`src/rtl/fp_mul_ctrl_pkg.sv`:
```
// rtl/fp_mul_ctrl_pkg.sv - shared types, rounding-mode codes and helpers for the FP multiplier sequencer
package fp_mul_ctrl_pkg;

  typedef enum logic [1:0] {
    ST_IDLE = 2'd0,
    ST_CALC = 2'd1,
    ST_DONE = 2'd2
  } state_t;

  localparam logic [2:0] RM_RNE = 3'b000;
  localparam logic [2:0] RM_RTZ = 3'b001;
  localparam logic [2:0] RM_RDN = 3'b010;
  localparam logic [2:0] RM_RUP = 3'b011;
  localparam logic [2:0] RM_RMM = 3'b100;

  localparam logic [31:0] QNAN = 32'h7fc00000;

  // Legal codes are contiguous from RNE up to RMM.
  function automatic logic rmode_legal(input logic [2:0] rm);
    return (rm <= RM_RMM);
  endfunction

endpackage

```
`src/rtl/fp_mul_arbiter_if.sv`:
```
// rtl/fp_mul_arbiter_if.sv - requester, multiplier and response signal bundle of the FP multiplier sequencer
interface fp_mul_arbiter_if;
  logic        req0_valid;
  logic        req0_ready;
  logic [31:0] req0_x;
  logic [31:0] req0_y;
  logic [2:0]  req0_rmode;
  logic        req1_valid;
  logic        req1_ready;
  logic [31:0] req1_x;
  logic [31:0] req1_y;
  logic [2:0]  req1_rmode;
  logic [31:0] mul_x;
  logic [31:0] mul_y;
  logic [2:0]  mul_rmode;
  logic [31:0] mul_z;
  logic        mul_ovrf;
  logic        mul_udrf;
  logic        rsp_valid;
  logic        rsp_ready;
  logic        rsp_id;
  logic [31:0] rsp_z;
  logic        rsp_ovrf;
  logic        rsp_udrf;
  logic        rsp_err;
  logic        busy;

  modport slave (
    input  req0_valid, req0_x, req0_y, req0_rmode,
    input  req1_valid, req1_x, req1_y, req1_rmode,
    input  mul_z, mul_ovrf, mul_udrf, rsp_ready,
    output req0_ready, req1_ready, mul_x, mul_y, mul_rmode,
    output rsp_valid, rsp_id, rsp_z, rsp_ovrf, rsp_udrf, rsp_err, busy
  );

  modport master (
    output req0_valid, req0_x, req0_y, req0_rmode,
    output req1_valid, req1_x, req1_y, req1_rmode,
    output mul_z, mul_ovrf, mul_udrf, rsp_ready,
    input  req0_ready, req1_ready, mul_x, mul_y, mul_rmode,
    input  rsp_valid, rsp_id, rsp_z, rsp_ovrf, rsp_udrf, rsp_err, busy
  );
endinterface

```
`src/rtl/fp_mul_arbiter_rr_arb2.sv`:
```
// rtl/fp_mul_arbiter_rr_arb2.sv - two-input round-robin grant, pointer moves only on a contested accept
module rr_arb2 (
  input  logic       clk,
  input  logic       rst_n,
  input  logic       en,
  input  logic [1:0] req,
  output logic [1:0] grant
);

  logic rr_ptr;

  always_comb begin
    grant = 2'b00;
    if (en) begin
      if (req == 2'b11) grant = rr_ptr ? 2'b10 : 2'b01;
      else              grant = req;
    end
  end

  // An uncontested grant leaves the preference where it was.
  always_ff @(posedge clk or negedge rst_n) begin
    if (!rst_n)                      rr_ptr <= 1'b0;
    else if (en && (req == 2'b11))   rr_ptr <= ~rr_ptr;
  end

endmodule

```
`src/rtl/fp_mul_arbiter.sv`:
```
// rtl/fp_mul_arbiter.sv - shares one combinational FP32 multiplier between two requesters
module fp_mul_arbiter
  import fp_mul_ctrl_pkg::*;
#(
  parameter int MUL_LAT = 1
) (
  input logic             clk,
  input logic             rst_n,
  fp_mul_arbiter_if.slave bus
);

  localparam int CNT_W = $clog2(MUL_LAT + 1);

  state_t           state_q, state_d;
  logic [CNT_W-1:0] cnt_q;
  logic [1:0]       grant;
  logic             idle, cnt_done;
  logic [31:0]      sel_x, sel_y;
  logic [2:0]       sel_rmode;
  logic [31:0]      mul_x_q, mul_y_q, rsp_z_q;
  logic [2:0]       mul_rmode_q;
  logic             rsp_id_q, rsp_ovrf_q, rsp_udrf_q, rsp_err_q;

  assign idle     = (state_q == ST_IDLE);
  assign cnt_done = (cnt_q == CNT_W'(MUL_LAT - 1));

  rr_arb2 u_arb (
    .clk   (clk),
    .rst_n (rst_n),
    .en    (idle),
    .req   ({bus.req1_valid, bus.req0_valid}),
    .grant (grant)
  );

  assign sel_x     = grant[1] ? bus.req1_x     : bus.req0_x;
  assign sel_y     = grant[1] ? bus.req1_y     : bus.req0_y;
  assign sel_rmode = grant[1] ? bus.req1_rmode : bus.req0_rmode;

  always_ff @(posedge clk or negedge rst_n) begin
    if (!rst_n) state_q <= ST_IDLE;
    else        state_q <= state_d;
  end

  always_comb begin
    state_d = state_q;
    case (state_q)
      ST_IDLE: if (|grant) state_d = rmode_legal(sel_rmode) ? ST_CALC : ST_DONE;
      ST_CALC: if (cnt_done) state_d = ST_DONE;
      ST_DONE: if (bus.rsp_ready) state_d = ST_IDLE;
      default: state_d = ST_IDLE;
    endcase
  end

  always_ff @(posedge clk or negedge rst_n) begin
    if (!rst_n) begin
      cnt_q       <= '0;
      mul_x_q     <= '0;
      mul_y_q     <= '0;
      mul_rmode_q <= '0;
      rsp_id_q    <= 1'b0;
      rsp_z_q     <= '0;
      rsp_ovrf_q  <= 1'b0;
      rsp_udrf_q  <= 1'b0;
      rsp_err_q   <= 1'b0;
    end else begin
      case (state_q)
        ST_IDLE: if (|grant) begin
          mul_x_q     <= sel_x;
          mul_y_q     <= sel_y;
          mul_rmode_q <= sel_rmode;
          rsp_id_q    <= grant[1];
          cnt_q       <= '0;
          // Rejected modes skip the multiplier and answer with a quiet NaN.
          if (!rmode_legal(sel_rmode)) begin
            rsp_z_q    <= QNAN;
            rsp_ovrf_q <= 1'b0;
            rsp_udrf_q <= 1'b0;
            rsp_err_q  <= 1'b1;
          end
        end
        ST_CALC: begin
          cnt_q <= cnt_q + CNT_W'(1);
          if (cnt_done) begin
            rsp_z_q    <= bus.mul_z;
            rsp_ovrf_q <= bus.mul_ovrf;
            rsp_udrf_q <= bus.mul_udrf;
            rsp_err_q  <= 1'b0;
          end
        end
        default: ;
      endcase
    end
  end

  assign bus.req0_ready = grant[0];
  assign bus.req1_ready = grant[1];
  assign bus.mul_x      = mul_x_q;
  assign bus.mul_y      = mul_y_q;
  assign bus.mul_rmode  = mul_rmode_q;
  assign bus.rsp_valid  = (state_q == ST_DONE);
  assign bus.rsp_id     = rsp_id_q;
  assign bus.rsp_z      = rsp_z_q;
  assign bus.rsp_ovrf   = rsp_ovrf_q;
  assign bus.rsp_udrf   = rsp_udrf_q;
  assign bus.rsp_err    = rsp_err_q;
  assign bus.busy       = !idle;

endmodule

```
`src/flat_wrapper.sv`:
```
// flat-port wrapper written by rule: the top's interface ports become plain ports
module fp_mul_arbiter_flat import fp_mul_ctrl_pkg::*;
#(
  parameter int MUL_LAT = 1
)
  (clk, rst_n, bus_req0_valid, bus_req0_x, bus_req0_y, bus_req0_rmode, bus_req1_valid, bus_req1_x, bus_req1_y, bus_req1_rmode, bus_mul_z, bus_mul_ovrf, bus_mul_udrf, bus_rsp_ready, bus_req0_ready, bus_req1_ready, bus_mul_x, bus_mul_y, bus_mul_rmode, bus_rsp_valid, bus_rsp_id, bus_rsp_z, bus_rsp_ovrf, bus_rsp_udrf, bus_rsp_err, bus_busy);
  fp_mul_arbiter_if bus_i ();
  input logic clk;
  input logic rst_n;
  input wire logic [$bits(bus_i.req0_valid)-1:0] bus_req0_valid;
  input wire logic [$bits(bus_i.req0_x)-1:0] bus_req0_x;
  input wire logic [$bits(bus_i.req0_y)-1:0] bus_req0_y;
  input wire logic [$bits(bus_i.req0_rmode)-1:0] bus_req0_rmode;
  input wire logic [$bits(bus_i.req1_valid)-1:0] bus_req1_valid;
  input wire logic [$bits(bus_i.req1_x)-1:0] bus_req1_x;
  input wire logic [$bits(bus_i.req1_y)-1:0] bus_req1_y;
  input wire logic [$bits(bus_i.req1_rmode)-1:0] bus_req1_rmode;
  input wire logic [$bits(bus_i.mul_z)-1:0] bus_mul_z;
  input wire logic [$bits(bus_i.mul_ovrf)-1:0] bus_mul_ovrf;
  input wire logic [$bits(bus_i.mul_udrf)-1:0] bus_mul_udrf;
  input wire logic [$bits(bus_i.rsp_ready)-1:0] bus_rsp_ready;
  output wire logic [$bits(bus_i.req0_ready)-1:0] bus_req0_ready;
  output wire logic [$bits(bus_i.req1_ready)-1:0] bus_req1_ready;
  output wire logic [$bits(bus_i.mul_x)-1:0] bus_mul_x;
  output wire logic [$bits(bus_i.mul_y)-1:0] bus_mul_y;
  output wire logic [$bits(bus_i.mul_rmode)-1:0] bus_mul_rmode;
  output wire logic [$bits(bus_i.rsp_valid)-1:0] bus_rsp_valid;
  output wire logic [$bits(bus_i.rsp_id)-1:0] bus_rsp_id;
  output wire logic [$bits(bus_i.rsp_z)-1:0] bus_rsp_z;
  output wire logic [$bits(bus_i.rsp_ovrf)-1:0] bus_rsp_ovrf;
  output wire logic [$bits(bus_i.rsp_udrf)-1:0] bus_rsp_udrf;
  output wire logic [$bits(bus_i.rsp_err)-1:0] bus_rsp_err;
  output wire logic [$bits(bus_i.busy)-1:0] bus_busy;
  assign bus_i.req0_valid = bus_req0_valid;
  assign bus_i.req0_x = bus_req0_x;
  assign bus_i.req0_y = bus_req0_y;
  assign bus_i.req0_rmode = bus_req0_rmode;
  assign bus_i.req1_valid = bus_req1_valid;
  assign bus_i.req1_x = bus_req1_x;
  assign bus_i.req1_y = bus_req1_y;
  assign bus_i.req1_rmode = bus_req1_rmode;
  assign bus_i.mul_z = bus_mul_z;
  assign bus_i.mul_ovrf = bus_mul_ovrf;
  assign bus_i.mul_udrf = bus_mul_udrf;
  assign bus_i.rsp_ready = bus_rsp_ready;
  assign bus_req0_ready = bus_i.req0_ready;
  assign bus_req1_ready = bus_i.req1_ready;
  assign bus_mul_x = bus_i.mul_x;
  assign bus_mul_y = bus_i.mul_y;
  assign bus_mul_rmode = bus_i.mul_rmode;
  assign bus_rsp_valid = bus_i.rsp_valid;
  assign bus_rsp_id = bus_i.rsp_id;
  assign bus_rsp_z = bus_i.rsp_z;
  assign bus_rsp_ovrf = bus_i.rsp_ovrf;
  assign bus_rsp_udrf = bus_i.rsp_udrf;
  assign bus_rsp_err = bus_i.rsp_err;
  assign bus_busy = bus_i.busy;
  fp_mul_arbiter #(.MUL_LAT(MUL_LAT)) u_core (.clk(clk), .rst_n(rst_n), .bus(bus_i));
endmodule
```
`config.mk`:
```
export PLATFORM = sky130hd
export DESIGN_NAME = fp_mul_arbiter_flat
export DESIGN_NICKNAME = d
export VERILOG_FILES = /design/src/rtl/fp_mul_ctrl_pkg.sv /design/src/rtl/fp_mul_arbiter_if.sv /design/src/rtl/fp_mul_arbiter_rr_arb2.sv /design/src/rtl/fp_mul_arbiter.sv /design/src/flat_wrapper.sv
export SDC_FILE = /design/constraint.sdc
export NUM_CORES = 1
export LEC_CHECK = 0
export BUFFER_PORTS_ARGS = -buffer_cell sky130_fd_sc_hd__buf_2
export CORE_ASPECT_RATIO = 0.7
export CORE_MARGIN = 3
export CORE_UTILIZATION = 46
export DETAILED_ROUTE_END_ITERATION = 8
export GPL_TIMING_DRIVEN = 0
export PLACE_DENSITY = 0.85
export SYNTH_ARGS = -nofsm -noshare
export SYNTH_HDL_FRONTEND = slang
export SYNTH_SLANG_ARGS = --single-unit
```
`constraint.sdc`:
```
create_clock -name clk -period 4.3 [get_ports clk]
set_input_delay 0.86 -clock clk [delete_from_list [all_inputs] [get_ports clk]]
set_output_delay 0.86 -clock clk [all_outputs]
set_load 0.01 [all_outputs]
```
## Yosys cells after proc, flatten, opt, wreduce, memory -nomap -nowiden

Index checks and enable logic that the tools add are counted.

| storage, ports and cells | value |
|---|---|
| logic and storage cells | 57 |
| register bits after elaboration | 107 |
| output and inout bits | 107 |
| bits of input ports | 173 |

| operators by class | value |
|---|---|
| mux-type cells | 27 |
| magnitude comparators | 1 |
| reductions and logical operators | 9 |
| eq/ne operators | 7 |
| $add $sub $neg | 1 |
| bitwise operators | 1 |

Operators with widths:

| kind | number |
|---|---|
| $mux W32 | 5 |
| $pmux W32 S2 | 1 |
| $mux W2 | 7 |
| $mux W1 | 8 |
| $ne A2 B2 Y1 const B | 4 |
| $pmux W1 S2 | 4 |
| $pmux W2 S3 | 1 |
| $eq A2 B2 Y1 const B | 2 |
| $reduce_and A2 Y1 | 2 |
| $reduce_and A4 Y1 | 1 |
| $le A3 B3 Y1 const B | 1 |
| $mux W3 | 1 |
| $reduce_and A3 Y1 | 1 |
| $eq A2 B1 Y1 const B | 1 |
| $logic_not A2 Y1 | 1 |
| $reduce_bool A2 Y1 | 1 |
| $reduce_or A2 Y1 | 1 |
| $add A1 B1 Y1 const B | 1 |
| $logic_and A1 B1 Y1 | 1 |
| $logic_not A1 Y1 | 1 |
| $not A1 Y1 | 1 |

## Depth between registers and ports, before layout

Gate-level depths: netlist (run 1).

| depth | value |
|---|---|
| depth in word-level cells | 8 |
| mapped depth | 6 |
| gate-level depth less buffers | 4 |

## Hierarchy

From an unflattened synthesis (run 1), not the netlist that was laid out.

| second synthesis, totals | value |
|---|---|
| cells, all modules | 526 |
| area, all modules | 5236.3 um^2 |

Modules (own cells, without submodules):

| module | sequential area each (um^2) | area an instance (um^2) | instances | cells an instance |
|---|---|---|---|---|
| fp_mul_arbiter | 2652.5 | 5176.2 | 1 | 518 |
| rr_arb2 | 25.0 | 60.1 | 1 | 8 |

## Worst setup path after synthesis (run 1)

OpenSTA, ideal clock, no wires.

| path | value |
|---|---|
| path kind | input to output |
| from | input bus_req0_valid |
| to | output bus_req1_ready |
| buffers on the path | 1 |
| stages on the path | 4 |
| required time | 3.440 ns |
| arrival | 1.553 ns |
| setup slack | 1.887 ns |
| cell sequence | nand2b_1 -> nand3_4 -> inv_2 -> clkbuf_1 |

| between the ends | value |
|---|---|
| word-level cells in the longest chain between the ends | 3 |

RTL lines:

| item | line | RTL |
|---|---|---|
| start, declared | flat_wrapper.sv:10 | `input wire logic [$bits(bus_i.req0_valid)-1:0] bus_req0_valid;` |
| $eq A2 B2 Y1 | fp_mul_arbiter_rr_arb2.sv:15 | `if (req == 2'b11) grant = rr_ptr ? 2'b10 : 2'b01;` |
| $mux W2 | fp_mul_arbiter_rr_arb2.sv:15 |  |
| $mux W2 | fp_mul_arbiter_rr_arb2.sv:14 | `if (en) begin` |
| end, declared | flat_wrapper.sv:23 | `output wire logic [$bits(bus_i.req1_ready)-1:0] bus_req1_ready;` |

No other way between the ends.

## Worst setup path in the final report (run 1)

Same ends and word-level chain as after synthesis.

==> results.json, run 1 <==
{
  "status": "finished, final reports clean",
  "overflow": 0,
  "dieWidth_microns": 124.3,
  "r2r_end": "u_core.bus.mul_y[9]",
  "synth_edf_count": 0,
  "synthesis.area_sq_um": 4504,
  "start_util": 0.4849,
  "critPathRequiredTime_ns": 3.44,
  "synthDistinctLibCells": 31,
  "wirelength_mm": 14.83,
  "die_y_microns": 88.79,
  "tightest_slew_ns": 0.6153,
  "pwr_density_cell_nw_per_um2": 769.8,
  "crit_path_end_kind": "output pin",
  "cts_sinks": 107,
  "grt_util_all_layers": 0.2620,
  "path_class": "input pin to output pin",
  "dp_slack_ns": 1.338,
  "ys_seq_area_frac": 0.5944,
  "synth_nets": 515,
  "dieArea_sq_um": 11030,
  "ios": 280,
  "drtIter0Drc": 208,
  "final_antenna_net_count": 0,
  "start_kind": "input pin",
  "rrSetupSlack_ns": 2.35,
  "netlist_instances": 342,
  "core.rowCount": 29,
  "multiInputGateArea_sq_um": 1640,
  "final_nets": 806,
  "startpoint": "bus_req0_valid",
  "wl_per_cell_microns": 19.46,
  "synth.top_cell.area_share": 0.5944,
  "clk_path_buf_depth": 2,
  "portBuffers": 279,
  "nFillCells": 736,
  "hold_viol": 0,
  "cts_hold_buf": 0,
  "final_cell_area_sq_um": 6430,
  "place_area_sq_um": 6086,
  "vias_per_cell": 5.693,
  "vias": 4338,
  "postLayoutCoreUtil": 0.6922,
  "setup_slack_ns": 1.305,
  "dp_hpwl_mm": 11.37,
  "first_pass_iters": 4,
  "synth_most_common_cell": "dfrtp_1",
  "cp_max_fo": 10,
  "slew_viol_final": 0,
  "cts-htree-levels": 3,
  "diodes": 0,
  "gp_congestion": 0.9200,
  "p_leak_nw": 3.485,
  "crit_path_max_incr_delay_ns": 0.40,
  "drive_gt1_frac": 0.4922,
  "grt_max_degree": 74,
  "skew_ns": 0.005124,
  "synth_top_cell_by_area": "dfrtp_1",
  "synth-seq-cells": 107,
  "synth.area.top_cells": "dfrtp_1, a221o_1, and3_1",
  "post-route-period-util": 0.6966,
  "r2r_cells": 5,
  "hp-class": "input pin to async pin",
  "post_cts_buffers": 0,
  "fin_crit_ns": 2.995,
  "yosysWarnings": 0,
  "yosys-top-cells-count": "dfrtp_1, and3_1, a221o_1, a22o_1, clkbuf_1",
  "worstPathCellList": "buf_2 > nand2b_1 > nand3_4 > inv_2 > clkbuf_1 > buf_2",
  "synthArstFlopShare": 1.000,
  "cts_tree": "built",
  "root_buffer": "clkbuf_16",
  "cts_made_buffers": 9,
  "irDropWorstVdd_mv": 0.3596,
  "syn2layout_area_growth_pct": 42.75,
  "clk_pin_slew_ns": 0.07,
  "cp-endpoint": "bus_req1_ready",
  "finalSetupTns_ns": 0,
  "cp_slowest_cell": "clkbuf_1",
  "drc_errors": 0,
  "seq_area_sq_um": 2678,
  "drv_cap": 0,
  "setup_viol": 0,
  "cts_resized": 0,
  "fmaxAchievable_mhz": 333.8,
  "synth.avg_cell_area_sq_um": 13.17,
  "antenna_found_initial": 0,
  "cp_common_cell": "buf_2",
  "rsz0062_at_grt": "no",
  "relSlewSlack": 0.5870,
  "core_sq_um": 9289,
  "arrival_ns": 2.14,
  "timing.rr.start": "u_core.state_q[0]",
  "ys_dominant_reg_cell": "dfrtp_1",
  "grt_pass1_wl_mm": 23.04,
  "clock_latency_ns": 0.33,
  "grt_pass1_vias": 4359
}
-- logic make-up after synthesis --
group	after synthesis	synth area share
AOI/OAI and AO/OA	111	0.2389
buffers and inverters	38	0.04139
DFF	107	0.5944
xor gates and xnor gates	1	0.001945
and+or+nand+nor	85	0.1233
-- routing by layer --
| layer | GRT usage | routed length [microns] | vias up |
|---|---|---|---|
| met5 | 0 | 0 | - |
| met4 | 0.06269 | 145 | 0 |
| met3 | 0.06815 | 1089 | 14 |
| met2 | 0.4598 | 7560 | 220 |
| met1 | 0.3323 | 6034 | 2150 |
| li1 | - | - | 1954 |
-- report_power, final --
part	internal, mW	leakage (nW)	switching, mW
combinational	1.05	2.03	1.18
sequential	1.49	1.29	0.296
clock	0.586	0.163	0.350
-- worst max-delay path, delay by kind of cell --
kind | cells | cell delay, ns
buffers and inverters | 4 | 0.91
AND/OR/NAND/NOR | 2 | 0.37
-- registers in the layout, indices dropped and copies added (netlist names) --
register and cells:
u_core.cnt_q 1, u_core.bus.mul_y 32, u_core.bus.rsp_err 1, u_core.u_arb.rr_ptr 1, u_core.bus.rsp_ovrf 1, u_core.bus.rsp_id 1
u_core.bus.rsp_udrf 1, u_core.state_q 2, u_core.bus.mul_rmode 3, u_core.bus.rsp_z 32, u_core.bus.mul_x 32
-- area by class of cell --
class,count,area share
sequential,107,0.4164
multi-input combinational,197,0.2551
timing repair buffer,280,0.2218
clock buffer,12,0.03833
buffer,34,0.02666
tap,124,0.02413
clock inverter,4,0.01518
inverter,4,0.002335
-- worst min-delay path by stage --
stage | to | slack, ns | from
after floorplan | u_core.u_arb.rr_ptr | 0.45 | u_core.u_arb.rr_ptr
after global placement | u_core.bus.rsp_id | 0.46 | u_core.bus.rsp_id
after detailed placement | u_core.bus.rsp_z[23] | 0.47 | u_core.bus.rsp_z[23]
after CTS | u_core.bus.rsp_z[12] | 0.48 | rst_n
after global routing | u_core.bus.rsp_z[12] | 0.49 | rst_n
final | u_core.bus.rsp_z[12] | 0.47 | rst_n
-- metrics by stage --
step                      cells  total power [mW]  hold slack, ns
after floorplan             342             3.080          0.4548
after global placement      745             3.913          0.4604
after global routing        762             5.250          0.4939
after CTS                   762             4.974          0.4761
final                       762             4.950          0.4707
after detailed placement    746             4.019          0.4718
-- placed cells by master, fill, tap and decap left out, types with 3 or more instances in the layout --
cell type | synthesis | layout
clkbuf_16 | 0 | 9
a221o_1 | 67 | 67
a22o_1 | 25 | 25
o21ai_0 | 3 | 3
dfrtp_1 | 107 | 107
clkbuf_1 | 24 | 26
buf_6 | 5 | 5
inv_1 | 3 | 3
bufinv_16 | 0 | 3
buf_2 | 5 | 283
and3_1 | 68 | 68
nand2b_1 | 3 | 3
nand2_1 | 4 | 4
o22a_1 | 9 | 9
No activity file was read; power rests on OpenSTA's default activity.
==> inputs of run 2 (changes only) <==
Settings changed: CORE_UTILIZATION 46 to 43, PLACE_DENSITY 0.85 to 0.8.
Clock period 4.3 ns to 3 ns, I/O delays scaled along.
==> run 2 against run 1 <==
Effect of this change:
- sequential power grew 43%
- sequential cell count stayed put
- die area is 6.6% higher
- worst setup slack worse by 0.90 ns
- worst hold slack got worse by 0.27 ns
- clock skew about the same
- count of clock-buffer cells in the layout down 1
- register-to-register slack got worse by 1.4 ns
- first-iteration DRC count is 4.3% lower
- global-route usage shrank 1.7 points
- total power rose by 39%
- critical path depth down 1
- highest routed layer unchanged
==> results.json, run 2 (synthesized netlist as in run 1, its figures left out) <==
{
  "start_kind": "flop",
  "grt_util_all_layers": 0.2454,
  "gp_congestion": 0.9043,
  "grt_util_met3": 0.06694,
  "cts_made_buffers": 9,
  "cts_tree": "built",
  "final_nets": 806,
  "post_cts_buffers": 0,
  "layout_commonest_cell": "buf_2",
  "slew_viol_final": 0,
  "p_leak_nw": 3.465,
  "portBuffers": 279,
  "nFillCells": 837,
  "final_antenna_net_count": 0,
  "die_y_microns": 91.63,
  "core.rowCount": 30,
  "multiInputGateArea_sq_um": 1640,
  "rsz0062_at_grt": "no",
  "diodes": 0,
  "start_util": 0.4528,
  "clk_pin_slew_ns": 0.07,
  "cts_resized": 0,
  "critPathRequiredTime_ns": 2.40,
  "report.power.total_mw": 6.875,
  "postLayoutCoreUtil": 0.6413,
  "hp-class": "input pin to async pin",
  "dp_hpwl_mm": 11.32,
  "drv_cap": 0,
  "finalSetupTns_ns": 0,
  "first_pass_iters": 5,
  "arrival_ns": 2.00,
  "irDropWorstVdd_mv": 0.5206,
  "ios": 280,
  "grt_max_degree": 74,
  "grtUsageMet2": 0.4073,
  "dp_slack_ns": 0.5317,
  "busiest_layer": "met2",
  "cp_max_fo": 10,
  "vias_per_cell": 5.518,
  "drtIter0Drc": 199,
  "grt_pass1_wl_mm": 22.55,
  "syn2layout_area_growth_pct": 41.61,
  "cts_hold_buf": 0,
  "grt_pass1_vias": 4223,
  "post-route-period-util": 0.8658,
  "grtUsageMet1": 0.3143,
  "clock_latency_ns": 0.34,
  "seq_area_sq_um": 2678,
  "wl_per_cell_microns": 19.21,
  "root_buffer": "clkbuf_16",
  "hold_viol": 0,
  "skew_ns": 0.004761,
  "crit_path_end_kind": "output pin",
  "hold_slack_ns": 0.2032,
  "drc_errors": 0,
  "core_sq_um": 9947,
  "cts-htree-levels": 3,
  "overflow": 0,
  "dieWidth_microns": 128.3,
  "fmaxAchievable_mhz": 385.0,
  "tightest_slew_ns": 0.7172,
  "fin_crit_ns": 2.597,
  "cts_sinks": 107,
  "drive_gt1_frac": 0.4953,
  "pwr_density_cell_nw_per_um2": 1078,
  "relSlewSlack": 0.5187,
  "path_class": "flop to output pin",
  "vias": 4227,
  "antenna_found_initial": 0,
  "rrSetupSlack_ns": 0.98,
  "startpoint": "u_core.state_q[0]",
  "status": "finished, final reports clean",
  "mostFrequentLayoutCells": "buf_2, dfrtp_1, and3_1, a221o_1, a22o_1",
  "timing.rr.start": "u_core.state_q[0]",
  "setup_slack_ns": 0.4027,
  "setup_viol": 0,
  "dieArea_sq_um": 11760,
  "wirelength_mm": 14.71,
  "clk_path_buf_depth": 2
}
-- run 2: changes by cell type in the layout (fill, tap and decap cells not counted), sizes merged --
cell	previous run	this run
bufinv	3	0
clkbuf	36	35
clkinv	0	2
inv	4	6
-- run 2: where the power goes --
part	total (mW)	switching [mW]	leakage (nW)	internal (mW)
registers	2.55	0.420	1.29	2.13
clock network	1.13	0.522	0.142	0.612
logic	3.19	1.69	2.03	1.50
total	6.88	2.63	3.46	4.24
-- run 2: metal layers --
layer,vias to the layer above,wire length (microns)
li1,1949,-
met1,2053,5914
met2,203,7314
met3,22,1201
met4,0,282
met5,-,0
-- run 2: worst paths after layout --
| path | to | depth (start not counted) |
|---|---|---|
| min | u_core.bus.rsp_z[8] | 1 |
| max reg2reg | u_core.bus.mul_y[12] | 5 |
| min in group clk | u_core.state_q[1] | 2 |
| min reg2reg | u_core.bus.rsp_z[29] | 1 |
| max in group asynchronous | u_core.bus.mul_x[25] | 2 |
| max | bus_req1_ready | 5 |
-- run 2: final cells by class --
class,count,share of cell area
flip-flops and latches,107,0.4198
multi-input cells,197,0.2572
repair buffers,280,0.2236
clock buffers,11,0.03962
plain buffers,34,0.02687
well taps,128,0.02511
clock inverters,5,0.005492
inverters,4,0.002354
-- run 2: worst max-delay path, stage by stage, from the launching register on --
cell      delay, ns
dfrtp_1        0.52
nor2_8         0.22
nand3_4        0.15
inv_2          0.17
clkbuf_1       0.37
buf_2          0.22
-- run 2: stage by stage --
step                cells  cell area (sq um)
global placement      749               6061
floorplan             342               4504
global route          766               6379
finish                766               6379
detailed placement    750               6091
CTS                   766               6379
